**config.mk**
```make
export PLATFORM = sky130hd
export DESIGN_NAME = seq_restoring_divider
export DESIGN_NICKNAME = d
export VERILOG_FILES = /design/src/rtl/arith_pkg.sv /design/src/rtl/cla_subtractor.sv /design/src/rtl/seq_restoring_divider.sv
export SDC_FILE = /design/constraint.sdc
export NUM_CORES = 1
export LEC_CHECK = 0
export ABC_AREA = 1
export BUFFER_PORTS_ARGS = -buffer_cell sky130_fd_sc_hd__buf_2
export CORE_MARGIN = 2
export CORE_UTILIZATION = 45
export CTS_CLUSTER_DIAMETER = 80
export DETAILED_ROUTE_END_ITERATION = 10
export HOLD_SLACK_MARGIN = 0.06
export PLACE_DENSITY = 0.7
export SLEW_MARGIN = 20
export SYNTH_ARGS = -nofsm -noshare
export SYNTH_HDL_FRONTEND = slang
export SYNTH_SLANG_ARGS = --single-unit
```
**constraint.sdc**
```tcl
create_clock -name clk -period 1.6 [get_ports clk]
set_input_delay 0.24 -clock clk [delete_from_list [all_inputs] [get_ports clk]]
set_output_delay 0.24 -clock clk [all_outputs]
set_load 0.02 [all_outputs]
```
**src/rtl/arith_pkg.sv**
```systemverilog
// Shared arithmetic-library definitions: divider FSM states and special result constants.
package arith_pkg;

  localparam logic [1:0] ST_IDLE = 2'd0;
  localparam logic [1:0] ST_CALC = 2'd1;
  localparam logic [1:0] ST_DONE = 2'd2;

  typedef enum logic [1:0] {
    IDLE = ST_IDLE,
    CALC = ST_CALC,
    DONE = ST_DONE
  } div_state_t;

  localparam int unsigned MAX_WIDTH = 32;

  // Quotient reported for a zero divisor; sliced to the operand width at use.
  localparam logic [MAX_WIDTH-1:0] DBZ_QUOTIENT = '1;

endpackage

```
**src/rtl/cla_subtractor.sv**
```systemverilog
// N-bit carry-lookahead subtractor: diff = a - b as a + ~b + 1; cout=1 means no borrow.
module cla_subtractor #(
  parameter int unsigned N = 5
) (
  input  logic [N-1:0] a,
  input  logic [N-1:0] b,
  output logic [N-1:0] diff,
  output logic         cout
);

  localparam logic CIN = 1'b1;

  logic [N-1:0] bn;
  logic [N-1:0] g;
  logic [N-1:0] p;
  logic [N:0]   c;
  logic         cf;
  logic         pp;

  // Each carry is a flat sum of generate terms gated by the propagate prefix above them.
  always_comb begin
    bn   = ~b;
    g    = a & bn;
    p    = a ^ bn;
    c    = '0;
    cf   = 1'b0;
    pp   = 1'b1;
    c[0] = CIN;
    for (int i = 0; i < int'(N); i++) begin
      cf = 1'b0;
      pp = 1'b1;
      for (int j = i; j >= 0; j--) begin
        cf = cf | (pp & g[j]);
        pp = pp & p[j];
      end
      c[i+1] = cf | (pp & CIN);
    end
  end

  assign diff = p ^ c[N-1:0];
  assign cout = c[N];

endmodule

```
**src/rtl/seq_restoring_divider.sv**
```systemverilog
// Iterative unsigned restoring divider: one quotient bit per clock, start/busy/done handshake.
module seq_restoring_divider
  import arith_pkg::*;
#(
  parameter int unsigned WIDTH = 4
) (
  input  logic             clk,
  input  logic             rst_n,
  input  logic             start,
  input  logic [WIDTH-1:0] dividend,
  input  logic [WIDTH-1:0] divisor,
  output logic             busy,
  output logic             done,
  output logic [WIDTH-1:0] quotient,
  output logic [WIDTH-1:0] remainder,
  output logic             div_by_zero
);

  localparam int unsigned CW = $clog2(WIDTH + 1);

  div_state_t       state_q;
  div_state_t       state_d;
  logic [WIDTH:0]   a_q;
  logic [WIDTH-1:0] q_q;
  logic [WIDTH-1:0] d_q;
  logic [CW-1:0]    cnt_q;

  logic [2*WIDTH:0] aq_sh;
  logic [WIDTH:0]   a_sh;
  logic [WIDTH:0]   a_next;
  logic [WIDTH-1:0] q_next;
  logic [WIDTH:0]   sub_diff;
  logic             sub_cout;
  logic             last_step;

  cla_subtractor #(.N(WIDTH + 1)) u_sub (
    .a    (a_sh),
    .b    ({1'b0, d_q}),
    .diff (sub_diff),
    .cout (sub_cout)
  );

  // One restoring step: shift {A,Q}, keep the trial difference only if it did not borrow.
  always_comb begin
    aq_sh     = {a_q, q_q} << 1;
    a_sh      = aq_sh[2*WIDTH:WIDTH];
    a_next    = sub_cout ? sub_diff : a_sh;
    q_next    = {aq_sh[WIDTH-1:1], sub_cout};
    last_step = (cnt_q == CW'(WIDTH - 1));
  end

  // Next-state logic; a start in IDLE or DONE is accepted, a zero divisor skips CALC.
  always_comb begin
    state_d = state_q;
    case (state_q)
      IDLE, DONE: begin
        if (start) state_d = (divisor == '0) ? DONE : CALC;
        else       state_d = IDLE;
      end
      CALC:    if (last_step) state_d = DONE;
      default: state_d = IDLE;
    endcase
  end

  always_ff @(posedge clk or negedge rst_n) begin
    if (!rst_n) begin
      state_q     <= IDLE;
      busy        <= 1'b0;
      done        <= 1'b0;
      quotient    <= '0;
      remainder   <= '0;
      div_by_zero <= 1'b0;
      a_q         <= '0;
      q_q         <= '0;
      d_q         <= '0;
      cnt_q       <= '0;
    end else begin
      state_q <= state_d;
      busy    <= (state_d == CALC);
      done    <= (state_d == DONE);
      case (state_q)
        IDLE, DONE: begin
          if (start) begin
            if (divisor != '0) begin
              a_q   <= '0;
              q_q   <= dividend;
              d_q   <= divisor;
              cnt_q <= '0;
            end else begin
              quotient    <= DBZ_QUOTIENT[WIDTH-1:0];
              remainder   <= dividend;
              div_by_zero <= 1'b1;
            end
          end
        end
        CALC: begin
          a_q   <= a_next;
          q_q   <= q_next;
          cnt_q <= cnt_q + CW'(1);
          if (last_step) begin
            quotient    <= q_next;
            remainder   <= a_next[WIDTH-1:0];
            div_by_zero <= 1'b0;
          end
        end
        default: ;
      endcase
    end
  end

endmodule

```
After elaboration in Yosys (flattened, before gate mapping)
Cells that the tools add are included.
W data, S select, Z words.

word-level totals
  bits in registers = 28
  memory bits (read-only) = 0
  word-level logic and storage cells = 83
  bits in latches = 0
  RAM bits = 0
  input bits = 11
  output and inout port bits = 11
  memories kept = 0

cells by class
  reductions and logical operators = 8
  bitwise operators = 29
  order comparisons = 0
  mux-type cells = 26
  $add $sub $neg = 1
  shift operators = 0
  equality and inequality tests = 9
  multipliers = 0
  div/mod/pow operators = 0

operator list
  cell                   count
  $mux W4                11
  $pmux W4 S2            4
  $and A1 B1 Y1          14
  $or A1 B1 Y1           11
  $ne A2 B2 Y1 const B   4
  $mux W2                3
  $mux W3                2
  $pmux W3 S2            1
  $reduce_and A3 Y1      2
  $and A5 B5 Y5          1
  $not A4 Y5             1
  $xor A5 B5 Y5          1
  $eq A2 B1 Y1 const B   2
  $eq A2 B2 Y1 const B   2
  $logic_not A4 Y1       1
  $pmux W2 S2            1
  $reduce_and A4 Y1      1
  $reduce_bool A4 Y1     1
  $xor A4 B4 Y4          1
  $add A3 B1 Y3 const B  1
  $eq A3 B2 Y1 const B   1
  $mux W1                3
  $logic_not A2 Y1       1
  $pmux W1 S2            1
  2 further kinds        2

Longest topological paths before layout
Gate-level depths: netlist of the first run.

  word-level depth = 11
  mapped depth = 12
  mapped depth without buffers = 12

Cells and area by module
From an unflattened synthesis of the first run, not the netlist that was laid out.

unflattened totals
  cell total of the unflattened synthesis = 209
  area total of the unflattened synthesis = 1591.5 um^2

by module, submodules not included
  module                 cells each  sequential area each (um^2)  times used  area an instance (um^2)
  seq_restoring_divider  163         700.7                        1           1330.0
  cla_subtractor         46          0.0                          1           261.5

Least setup slack after synthesis of the first run
No wires, ideal clock.

  kind = register to register
  start = reg cnt_q[0]
  end = reg remainder[2]
  path slack = 0.049 ns
  arrival = 1.438 ns
  library setup time = 0.113 ns
  clock period less this slack = 1.551 ns
  data required time = 1.487 ns
  stages on the path, launching flop included = 9
  path buffers = 1
  cells stage by stage = dfrtp_1 -> ha_1 -> ha_1 -> nand3_1 -> nand2_2 -> buf_6 -> or2_1 -> nand2_1 -> inv_1

on the way
  longest elaborated chain between the ends = 3

ends and longest elaborated chain
  what                                line                          RTL
  start, declared                     seq_restoring_divider.sv:26   logic [CW-1:0] cnt_q;
  start signal, assigned              seq_restoring_divider.sv:99   cnt_q <= cnt_q + CW'(1);
  $eq A3 B2 Y1                        seq_restoring_divider.sv:49   last_step = (cnt_q == CW'(WIDTH - 1));
  $ne A2 B2 Y1 (no source line)       n/a
  $reduce_and A4 Y1 (no source line)  n/a
  end signal, assigned                seq_restoring_divider.sv:91   remainder <= dividend;
  end signal, assigned                seq_restoring_divider.sv:102  remainder <= a_next[WIDTH-1:0];
  end, declared                       seq_restoring_divider.sv:15   output logic [WIDTH-1:0] remainder,

Every way passes these cells.
A chain may end at the register's enable or synchronous reset.

Worst setup path after layout of the first run
  start = reg q_q[3]
  end = reg remainder[0]

on the way
  longest elaborated chain between the ends = 7
  elaborated cells between the ends (all ways) = 10
  those cells by class = mux: 3; bitwise: 7

ends and longest elaborated chain
  what                    line                          RTL
  start, declared         seq_restoring_divider.sv:24   logic [WIDTH-1:0] q_q;
  start signal, assigned  seq_restoring_divider.sv:86   q_q <= dividend;
  start signal, assigned  seq_restoring_divider.sv:98   q_q <= q_next;
  $and A5 B5 Y5           cla_subtractor.sv:23          g = a & bn;
  $and A1 B1 Y1           cla_subtractor.sv:33          cf = cf | (pp & g[j]);
  $or A1 B1 Y1            cla_subtractor.sv:33
  $or A1 B1 Y1            cla_subtractor.sv:36          c[i+1] = cf | (pp & CIN);
  $mux W4 (*)             seq_restoring_divider.sv:47   a_next = sub_cout ? sub_diff : a_sh;
  $mux W4 (*)             seq_restoring_divider.sv:100  if (last_step) begin
  $pmux W4 S2 (*)         seq_restoring_divider.sv:81   case (state_q)

Mark *: on every way between the ends. The rest lies on a longest branch, timed or not. The select of a mux whose other input is x is not followed.

==> key figures, run 1 <==
Placed design
  • Post-Place Worst Slack: -0.0293 ns
  • Routability congestion estimate from global placement: about 0.80
  • Hpwl dp: around 2400 µm
  • Placement Cell Area: 0.00166 mm²
  • I/O Buffers: 21

Synth
  • Synthesized flop and latch total: 28
  • Netlist cell types: 24
  • Synth Area in XOR/XNOR: less than 1%
  • Syn. warnings: 0
  • Largest family of logic cells by synthesized area: simple AND/OR/NAND/NOR gates
  • Dominant cells by area after synthesis: dfrtp_1 47%, nand2_1 9.6%, nand3_1 7.8%, inv_1 6.8%, ha_1 5.9%
  • Synth area leader: dfrtp_1
  • Synthesized area per cell: 8.23 µm²
  • Mapped Cells: 180
  • Mux contribution to synthesized area: 0%
  • Synth Area in Simple Gates: 27.5%
  • Synth Area in Adders: 5.91%
  • Post-Syn Nets: 198
  • Post-Syn Area: 0.00148 mm²
  • Post-synth top area share: approximately 47%
  • Compound-Gate Fraction of Synth Area: ~10%
  • Post-synthesis sequential area ratio: between 40 and 50%

Clocking
  • Clk_lat worst skew: approximately 0.34 ns
  • Root Buffer: clkbuf_4
  • H-tree depth: 1
  • CTS tree: built
  • CTS clock-pin slew for the worst setup and hold paths: approximately 0.16 ns
  • CTS max path bufs: 2
  • Clk sinks: 28
  • TritonCTS buffer count: 3

Layout
  • Most frequent cells in the layout: 29 x nand2_1, 26 x dfrtp_1, 22 x inv_1, 21 x buf_2, 17 x nand3_1
  • N_diodes: 0
  • Share of layout cells above drive strength 1: 37.5%
  • Fillcell total: between 200 and 300
  • Sequential cell area: ~700 µm²
  • Area Overhead vs Synth: 28.9%
  • Leading cell type in the layout, fill and taps excluded: nand2_1
  • Area occupied by multi-input gates: roughly 780 µm²
  • Fin nets: 235
  • Post-route cell area: around 0.0019 mm²

Floorplan
  • Starting Density: between 40% and 50%
  • Total core area: 0.00310 mm²
  • Rows: 20
  • I/O pin total: 22
  • Die Footprint: 0.00377 mm²
  • Die Span X: about 61 µm
  • Die Y: 61.4 µm

Power and ir drop
  • Leakage: 0.947 nW
  • Peak supply drop: 1130 µV
  • Pwr dens: 2350 mW/mm²
  • Tot Pwr: 0.00449 W

Critical path
  • Top cell by count, worst path: nand2_2
  • Crit Path Class: reg -> reg
  • Critical Path Start Type: register
  • R2R Setup Slk: 0.006 ns
  • Worst Setup End Kind: register
  • CP max FO: 4
  • Critical Path, Cell by Cell: buf_4 -> ha_2 -> nor2_2 -> nor2_1 -> nand3_1 -> nand2_2 -> nor2_4 -> nand2_2 -> nand3_2 -> nand2_1 -> inv_1
  • Max stage delay on crit path: around 0.42 ns
  • WP data arrival: 1.87 ns
  • CP max stage cell: dfrtp_1
  • Worst Path Required: 1.88 ns

Routing
  • Avg WL per Cell: approximately 14 µm
  • DRT antenna net count: 0
  • Post-DR vias/cell: 5.09
  • Iteration-0 DRC Markers: 56
  • Vias: about 1300
  • Post-route DRC: 0
  • WL final: 3540 µm
  • Total iterations of the first detailed-routing run: 5

Outcome
  • Status: completed

Hold path
  • HP Class: in -> reg

GRT
  • Initial antenna violation count: 0
  • First-pass GRT wire length: 5450 µm
  • Vias in the first global route: 1259
  • Gr ovfl total: 0
  • All-Layer GR Usage: 19.5%
  • Largest net degree at the start of global routing: 29

STA
  • Final period utilization: 99.6%
  • Relative slew slack: 58.1%
  • Final worst path period need: around 1.6 ns
  • Final setup fails: 0
  • Least-Margin Pin Slew: 0.629 ns
  • RSZ-0062 raised after global routing: true
  • Hold Fails Final Rpt: 0
  • Slew Limit Fails: 0
  • FMAX: 627 MHz
  • Clock Skews: approximately 0.015 ns
  • Final WS setup: 0.00624 ns

Job
  • MaxCap Viol Count: 0
[final cells by class]
cell class              count  share of cell area [%]
clock buffers               3                    1.18
clock inverters             1                    1.57
inverters                  28                    5.50
multi-input cells         121                    40.9
flip-flops and latches     28                    36.8
well taps                  44                    2.88
repair buffers             35                    11.1
[per-stage QoR]
stage	util, %	std cells	TNS, ns	hold slack [ns]
after detailed placement	53.6	248	-0.0764	0.303
after floorplan	-	180	0	-0.0556
final	61.5	260	0	0.175
after CTS	57.1	253	0	0.174
after global routing	61.5	260	-0.505	0.205
after global placement	53.6	248	0	0.291
[path summary, 6_finish.rpt]
path                       startpoint      endpoint  cells past startpoint
max                            q_q[3]  remainder[0]                     11
min                        divisor[2]        d_q[2]                      3
max reg2reg                    q_q[3]  remainder[0]                     11
min reg2reg                    d_q[3]        d_q[3]                      2
max in group asynchronous       rst_n        a_q[1]                      2
min in group asynchronous       rst_n          busy                      2
[sequential cells by signal, indices dropped and copies added (netlist names)]
name and count:
remainder 4, busy 1, q_q 4, a_q 4
cnt_q 3, div_by_zero 1, quotient 4, state_q 2
done 1, d_q 4
[worst max-delay path, delay by kind of cell (launching register included)]
kind,cells,cell delay [ns]
flip-flops,1,0.42
buffers and inverters,2,0.19
adder cells (fa/ha/maj),1,0.19
AND/OR/NAND/NOR,8,0.74
[kinds of logic (layout without fill, tap and decap cells)]
logic type      Yosys count  in the layout
simple gates             87             87
fa+ha+maj                 7              7
xor+xnor                  1              1
flops                    28             28
compound gates           26             26
buf+inv                  31             67
[cells in the mapped netlist]
master / number
a21oi_1: 6
inv_1: 27
nand4_4: 1
ha_1: 7
nand3_1: 23
buf_4: 1
o211ai_1: 1
xnor2_1: 1
buf_6: 1
a21boi_0: 3
clkinv_1: 1
nor2_4: 2
nand2_2: 3
o22ai_1: 1
o21ai_0: 11
dfrtp_1: 28
nor2_1: 15
or2_2: 3
nor2_2: 1
buf_2: 1
a31oi_1: 3
nand2_1: 38
or2_1: 1
a22oi_1: 1
[metal layers]
| metal | global-route usage, % | up-vias | routed length (µm) |
|---|---|---|---|
| met2 | 33.7 | 26 | 1920 |
| met4 | 7.29 | 0 | 42 |
| met5 | 0 | - | 0 |
| li1 | - | 650 | - |
| met1 | 25.1 | 642 | 1450 |
| met3 | 2.31 | 6 | 118 |
[timing repair]
item / in CTS / in global routing
endpoints found under the hold margin: 28 / 0
gates cloned: 0 / 0
pin swaps: 0 / 20
setup buffers: 0 / 7
endpoints found under the setup margin: 4 / 10
resized for setup: 5 / 31
hold buffers: 1 / 0
[report_power, final]
group	switching (W)	total, W	internal (W)
sequential	0.000198	0.00124	0.00104
combinational	0.00165	0.00279	0.00114
clock	0.000212	0.000466	0.000254
Note: power is estimated with default switching activity, not from simulation.
==> run 2: changes to the inputs <==
--- a/config.mk
+++ b/config.mk
@@ -12,7 +12,8 @@
 export CTS_CLUSTER_DIAMETER = 80
 export DETAILED_ROUTE_END_ITERATION = 10
 export HOLD_SLACK_MARGIN = 0.06
-export PLACE_DENSITY = 0.7
+export PLACE_DENSITY = 0.67
+export SETUP_SLACK_MARGIN = 0.05
 export SLEW_MARGIN = 20
 export SYNTH_ARGS = -nofsm -noshare
 export SYNTH_HDL_FRONTEND = slang
==> constraint.sdc (replaced) <==
create_clock -name clk -period 1.9 [get_ports clk]
set_input_delay 0.285 -clock clk [delete_from_list [all_inputs] [get_ports clk]]
set_output_delay 0.285 -clock clk [all_outputs]
set_load 0.02 [all_outputs]
==> key figures, run 2 (same netlist as run 1, synthesis figures left out) <==
GRT
  • All-Layer GR Usage: approximately a fifth
  • Initial antenna violation count: 0
  • Gr ovfl total: 0
  • Vias in the first global route: 1234
  • First-pass GRT wire length: ~5400 µm
  • Largest net degree at the start of global routing: 29

Placed design
  • I/O Buffers: 21
  • Hpwl dp: 2430 µm
  • Routability congestion estimate from global placement: 0.851

Routing
  • Avg WL per Cell: 12.5 µm
  • Vias: 1258
  • Iteration-0 DRC Markers: 75
  • Post-DR vias/cell: about 5.0
  • Total iterations of the first detailed-routing run: 4
  • Post-route DRC: 0
  • DRT antenna net count: 0
  • WL final: 3150 µm

Floorplan
  • Rows: 20
  • Total core area: 0.00310 mm²
  • Starting Density: a little under half
  • Die Footprint: 0.00377 mm²
  • Die Y: between 60 and 70 µm
  • I/O pin total: 22
  • Die Span X: between 60 and 70 µm

Outcome
  • Status: completed

STA
  • Hold Fails Final Rpt: 0
  • FMAX: 593 MHz
  • Final worst path period need: 1.69 ns
  • Relative slew slack: 58.0%
  • Hold WS: 0.228 ns
  • Clock Skews: between 0.007 and 0.008 ns
  • RSZ-0062 raised after global routing: false
  • Slew Limit Fails: 0
  • Least-Margin Pin Slew: 0.630 ns
  • Final setup fails: 0
  • Setup TNS: 0 ns
  • Final period utilization: between 80% and 90%

Power and ir drop
  • Peak supply drop: 738 µV
  • Leakage: 0.906 nW
  • Pwr dens: 1880 mW/mm²

Critical path
  • Worst Setup End Kind: register
  • Crit Path Class: reg -> reg
  • WP data arrival: 1.98 ns
  • Critical Path Start Type: register
  • CP max FO: 6
  • Worst Path Required: between 2 and 2.5 ns

Layout
  • Most frequent cells in the layout: 38 x nand2_1, 28 x dfrtp_1, 27 x inv_1, 23 x nand3_1, 21 x buf_2
  • N_diodes: 0
  • Leading cell type in the layout, fill and taps excluded: nand2_1
  • Area Overhead vs Synth: 15.6%
  • Fin nets: 226
  • Share of layout cells above drive strength 1: 19.3%

Clocking
  • CTS tree: built
  • CTS clock-pin slew for the worst setup and hold paths: 0.16 ns
  • CTS max path bufs: 2
  • H-tree depth: 1
  • Clk_lat worst skew: 0.34 ns
  • TritonCTS buffer count: 3
  • Clk sinks: 28
  • Root Buffer: clkbuf_4

Hold path
  • HP Class: in -> reg

Job
  • MaxCap Viol Count: 0
==> run 2: worst paths after layout <==
path                       slack [ns]  cells past startpoint            to  startpoint
max reg2reg                      0.21                     10  remainder[1]      a_q[1]
min reg2reg                      0.51                      1      cnt_q[0]    cnt_q[0]
min in group asynchronous        0.48                      2        a_q[1]       rst_n
max                              0.21                     10  remainder[1]      a_q[1]
min                              0.23                      3        d_q[2]  divisor[2]
max in group asynchronous        1.02                      2   quotient[2]       rst_n
==> run 2: worst max-delay path: stages, from the launching register on <==
cell and delay (ns):
dfrtp_1 0.43, ha_1 0.38, nand2_1 0.12, nor2_1 0.05
nor2_1 0.10, nand2_1 0.14, nor2_4 0.14, nand2_1 0.09
nand3_1 0.08, nand2_1 0.05, inv_1 0.04
==> run 2: metal layers <==
layer	up-vias	share of wire (%)	track usage [%]
li1	633	-	-
met1	592	42	24.9
met2	31	51	33.1
met3	2	5.6	5.46
met4	0	0.73	4.86
met5	-	0	0
==> run 2: layout make-up <==
type,count,area [µm²]
Clock inverter,1,30.0
Multi-Input combinational cell,121,654
Fill cell,304,1390
Timing Repair Buffer,26,145
Inverter,28,105
Clock buffer,3,22.5
Tap cell,44,55.1
Sequential cell,28,701
==> run 2: timing repair <==
action | in CTS | in global routing
hold endpoints to repair | 28 | 0
setup endpoints to repair | 0 | 3
setup buffers | 0 | 1
gates resized for setup | 0 | 1
hold buffers | 1 | 0
==> run 2: metrics by stage <==
| stage | total power (W) | area [µm²] | utilization [%] | cells | setup slack [ns] |
|---|---|---|---|---|---|
| after global routing | 0.00351 | 1710 | 55.2 | 251 | 0.0542 |
| after detailed placement | 0.00279 | 1640 | 52.9 | 245 | 0.236 |
| final | 0.00322 | 1710 | 55.2 | 251 | 0.213 |
| after CTS | 0.00319 | 1700 | 54.9 | 250 | 0.192 |
| after global placement | 0.00272 | 1640 | 52.9 | 245 | 0.278 |
| after floorplan | 0.00234 | 1480 | - | 180 | 0.349 |
==> run 2: where the power goes <==
group / internal, W / switching (W)
logic: 0.000648 / 0.00116
registers: 0.000870 / 0.000142
clock network: 0.000213 / 0.000185
total: 0.00173 / 0.00148
